$ cat src/rtl/dmem_responder_if.sv
// Request/response bus between the MEM stage and dmem_responder.
// The master drives the request side; the slave returns data and status.
interface dmem_responder_if #(
    parameter int ADDR_W = 7
);
    logic [ADDR_W-1:0] addr;
    logic              rd;
    logic              wr;
    logic [31:0]       wdata;
    logic [31:0]       rdata;
    logic              busy;
    logic              done;
    logic              err;

    modport master (
        output addr, rd, wr, wdata,
        input  rdata, busy, done, err
    );

    modport slave (
        input  addr, rd, wr, wdata,
        output rdata, busy, done, err
    );
endinterface

$ cat src/rtl/dmem_responder.sv
// Multi-cycle data memory for the MEM stage: each request is held for LATENCY wait states.
// Optional feature: define DMEM_RANGE_CHECK_EN to flag and neutralise accesses with addr >= NMEM.
module dmem_responder #(
    parameter int NMEM    = 128,
    parameter int ADDR_W  = 7,
    parameter int LATENCY = 2
) (
    input  logic                   clk,
    input  logic                   rst,
    dmem_responder_if.slave        bus
);
    typedef enum logic [1:0] {IDLE, WAIT, DONE} state_t;

    state_t              state_reg, state_next;
    logic [3:0]          cnt_reg;
    logic [ADDR_W-1:0]   addr_reg;
    logic [31:0]         wdata_reg;
    logic                wr_op_reg;
    logic [31:0]         rdata_reg;
    logic                err_reg;
    logic                accept;
    logic                commit;
    logic                in_range;
    logic                req_out_of_range;

    logic [31:0]         mem [NMEM];

`ifdef DMEM_RANGE_CHECK_EN
    assign in_range         = (int'(addr_reg) < NMEM);
    assign req_out_of_range = (int'(bus.addr) >= NMEM);
`else
    assign in_range         = 1'b1;
    assign req_out_of_range = 1'b0;
`endif

    always_ff @(posedge clk or posedge rst) begin
        if (rst) state_reg <= IDLE;
        else     state_reg <= state_next;
    end

    always_comb begin
        state_next = state_reg;
        accept     = 1'b0;
        commit     = 1'b0;
        case (state_reg)
            IDLE: begin
                if (bus.rd || bus.wr) begin
                    accept     = 1'b1;
                    state_next = WAIT;
                end
            end
            WAIT: begin
                if (cnt_reg == 4'd0) begin
                    commit     = 1'b1;
                    state_next = DONE;
                end
            end
            DONE:    state_next = IDLE;
            default: state_next = IDLE;
        endcase
    end

    // Request fields are captured once at acceptance; bus changes during WAIT are ignored.
    always_ff @(posedge clk or posedge rst) begin
        if (rst) begin
            cnt_reg   <= 4'd0;
            addr_reg  <= '0;
            wdata_reg <= 32'd0;
            wr_op_reg <= 1'b0;
            rdata_reg <= 32'd0;
            err_reg   <= 1'b0;
        end else begin
            if (accept) begin
                addr_reg  <= bus.addr;
                wdata_reg <= bus.wdata;
                wr_op_reg <= bus.wr;
                cnt_reg   <= 4'(LATENCY - 1);
                if ((bus.rd && bus.wr) || req_out_of_range)
                    err_reg <= 1'b1;
            end else if (state_reg == WAIT && cnt_reg != 4'd0) begin
                cnt_reg <= cnt_reg - 4'd1;
            end
            if (commit && !wr_op_reg)
                rdata_reg <= in_range ? mem[addr_reg] : 32'd0;
        end
    end

    // Memory array has no reset so it maps onto block RAM and survives rst.
    always_ff @(posedge clk) begin
        if (commit && wr_op_reg && in_range)
            mem[addr_reg] <= wdata_reg;
    end

    assign bus.busy  = (state_reg == IDLE && (bus.rd || bus.wr)) || (state_reg == WAIT);
    assign bus.done  = (state_reg == DONE);
    assign bus.rdata = rdata_reg;
    assign bus.err   = err_reg;
endmodule
$ cat src/flat_wrapper.sv
// flat-port wrapper written by rule: the top's interface ports become plain ports
module dmem_responder_flat 
#(
    parameter int NMEM    = 128,
    parameter int ADDR_W  = 7,
    parameter int LATENCY = 2
)
  (clk, rst, bus_addr, bus_rd, bus_wr, bus_wdata, bus_rdata, bus_busy, bus_done, bus_err);
  dmem_responder_if #(.ADDR_W(ADDR_W)) bus_i ();
  input  logic clk;
  input  logic rst;
  input wire logic [$bits(bus_i.addr)-1:0] bus_addr;
  input wire logic [$bits(bus_i.rd)-1:0] bus_rd;
  input wire logic [$bits(bus_i.wr)-1:0] bus_wr;
  input wire logic [$bits(bus_i.wdata)-1:0] bus_wdata;
  output wire logic [$bits(bus_i.rdata)-1:0] bus_rdata;
  output wire logic [$bits(bus_i.busy)-1:0] bus_busy;
  output wire logic [$bits(bus_i.done)-1:0] bus_done;
  output wire logic [$bits(bus_i.err)-1:0] bus_err;
  assign bus_i.addr = bus_addr;
  assign bus_i.rd = bus_rd;
  assign bus_i.wr = bus_wr;
  assign bus_i.wdata = bus_wdata;
  assign bus_rdata = bus_i.rdata;
  assign bus_busy = bus_i.busy;
  assign bus_done = bus_i.done;
  assign bus_err = bus_i.err;
  dmem_responder #(.NMEM(NMEM), .ADDR_W(ADDR_W), .LATENCY(LATENCY)) u_core (.clk(clk), .rst(rst), .bus(bus_i));
endmodule
$ cat config.mk
export PLATFORM = sky130hd
export DESIGN_NAME = dmem_responder_flat
export DESIGN_NICKNAME = d
export VERILOG_FILES = /design/src/rtl/dmem_responder_if.sv /design/src/rtl/dmem_responder.sv /design/src/flat_wrapper.sv
export SDC_FILE = /design/constraint.sdc
export NUM_CORES = 2
export LEC_CHECK = 0
export CAP_MARGIN = 20
export CORE_ASPECT_RATIO = 0.5
export CORE_UTILIZATION = 40
export DETAILED_ROUTE_END_ITERATION = 8
export SYNTH_ARGS = -nofsm -noshare
export SYNTH_HDL_FRONTEND = slang
export SYNTH_SLANG_ARGS = --single-unit
$ cat constraint.sdc
create_clock -name clk -period 3.7 [get_ports clk]
set_clock_uncertainty 0.05 [all_clocks]
set_input_delay 0.555 -clock clk [delete_from_list [all_inputs] [get_ports clk]]
set_output_delay 0.555 -clock clk [all_outputs]
set_load 0.03 [all_outputs]
==> results_dict.tcl <==
set metrics [dict create \
    status "finished with violations" \
    violations "negative setup slack" \
    critPathRequiredTime_ps 4450 \
    wl_mm 577 \
    largest_reg_flops 4096 \
    clk_path_buf_depth 4 \
    critPathLaunchType "register" \
    post_dp_cell_area_um2 176000 \
    antenna_found_initial 55 \
    rows 163 \
    timing.setup.tns_ps -557 \
    placedCellCount 14400 \
    preCtsSetupSlack_ps -538 \
    place_congestion 0.942 \
    hold_path.class "input pin to register" \
    yosysUniqueCellTypes 90 \
    ys_seq_area_share_pct 78.2 \
    p_leak_nw 59.6 \
    postRouteAntennaNets 0 \
    arrival_ps 4670 \
    async_flop_share_pct 1.89 \
    hold_violations 0 \
    h-tree-depth 5 \
    worst_pin_slew_ps 1290 \
    grt.overflow.total 0 \
    synth_top_area_cell "edfxtp_1" \
    endpoint_kind "register" \
    post-route-period-util_pct 106 \
    netlist_instances 8749 \
    grt_first_pass_wirelength_mm 778 \
    hpwl_mm 352 \
    rsz0062_at_grt "yes" \
    grt_pass1_vias 91400 \
    vias_per_cell 6.48 \
    first_pass_iters 8 \
    clock_sinks 4175 \
    clk_latency_ps 950 \
    slew_headroom_pct 13.2 \
    nets 9578 \
    syn2layout_area_growth_pct 17.7 \
    port_buffers 77 \
    yosys.area.top_type_share_pct 76.9 \
    vias 98100 \
    finalMaxSlewViolations 0 \
    synth_fp_nets 8794 \
    ys_top_cells_by_area "edfxtp_1, a221oi_1, mux4_2, mux2i_1, mux2_2" \
    worstSetupPathType "register to register" \
    fmax_mhz 255 \
    postSynthAreaPerCell_um2 18.3 \
    fill_cells 32700 \
    cellPowerDensity_nw_per_um2 849 \
    setup_viol 8 \
    cts_buffers 383 \
    dieArea_um2 402000 \
    synth_warnings 0 \
    whs_ps 93.4 \
    ioPinCount 78 \
    ys.flop_type "edfxtp_1" \
    drt_iter0_markers 17600 \
    cts.clk_slew.worst_paths_ps 60 \
    clock-root-buffer "clkbuf_16" \
    fin_cells 15100 \
    grt_max_degree 130 \
    final_cell_mix "edfxtp_1, buf_4, a221oi_1, clkbuf_16, nand2_1" \
    design_area_um2 188000 \
    die_width_um 896 \
    period_needed_ps 3920 \
    grt_util_all_layers_pct 27.7 \
    avgRoutedWirePerCell_um 38.1 \
    final_common_cell "edfxtp_1" \
    setup_slack_ps -220 \
    cts_tree "yes" \
    start_util_pct 40.4 \
    synth_seq_cells 4175 \
    die_h_um 449 \
    core_area_um2 396000 \
    synth_edf_count 4096 \
    maxCapViolations 0 \
    drc 0 \
    syn_area_um2 160000 \
    drive_gt1_share_pct 22.1 \
    ir_drop_mv 0.602 \
    cp_max_fo 19 \
]
## cell type report
cell class	instances	area, um2	share of cell area (%)
well taps	5280	6610	3.51
inverters	13	82.6	0.0439
clock buffers	480	10100	5.36
flip-flops and latches	4175	125000	66.5
clock inverters	207	1850	0.981
repair buffers	1030	11800	6.28
multi-input cells	3930	32600	17.3
diodes	22	55.1	0.0293
## repair_timing
action | in CTS | in global routing
pin swaps | 1 | 2
hold buffers | 0 | 0
cloned | 0 | 1
setup buffers | 7 | 4
gates resized for setup | 14 | 19
setup endpoints to repair | 16 | 16
## critical path: stages (launching register included)
cell and delay, ps:
dfrtp_4 600, buf_12 280, buf_12 200, buf_4 300, mux2i_1 330, nor2_1 90
a21oi_1 160, o221ai_1 210, o22a_1 350, a2111oi_1 950, a41oi_1 210
## synthesized netlist by cell type, drive strengths merged, types with 24 or more instances
master,count
a22oi,246
clkbuf,178
a21oi,285
nand3,38
a211oi,41
edfxtp,4096
a221o,99
nand2,384
o22ai,67
o211ai,41
o21ai,274
nor2,441
a221oi,638
mux4,215
o2bb2ai,24
o221ai,77
dfrtp,79
a31oi,50
buf,453
mux2,228
nor3,36
a22o,68
mux2i,369
a2111oi,33
## stage by stage
stage | util (%) | power [mW]
after CTS | 47.5 | 158
after global placement | 44.4 | 118
final | 47.5 | 160
after floorplan | - | 88.0
after global routing | 47.5 | 162
after detailed placement | 44.4 | 119
## per-layer routing
layer  global-route usage, %  routed length [um]  up-vias
met5                       0                 209        -
met4                    11.6               28500       30
met3                    8.44               83000     1257
met2                    40.3              248000     7674
met1                    38.7              217000    51100
li1                        -                   -    38100
## final timing paths
check	slack, ps	to	depth (start not counted)	from
worst min register to register	430	u_core.bus.err	1	u_core.bus.err
worst max-delay path	-220	u_core.bus.rdata[2]	10	u_core.addr_reg[2]
max in group asynchronous	2550	u_core.bus.rdata[10]	3	rst
worst max register to register	-220	u_core.bus.rdata[2]	10	u_core.addr_reg[2]
worst min-delay path	90	u_core.wdata_reg[22]	3	bus_wdata[22]
min in group asynchronous	140	u_core.wdata_reg[29]	2	rst
## cells by family after synthesis
family / share of synthesized area, %
fa+ha+maj: 0.0156
mux: 6.96
compound gates: 9.98
xor+xnor: 0.0164
flops: 78.2
buf+inv: 2.25
simple gates: 2.61
## report_power, final
group	switching [mW]	leakage [nW]	internal, mW
Combinational	39.2	15.8	18.0
Sequential	4.37	38.0	59.0
Clock	17.9	5.79	21.3
Power figures use the tool's default switching activity.
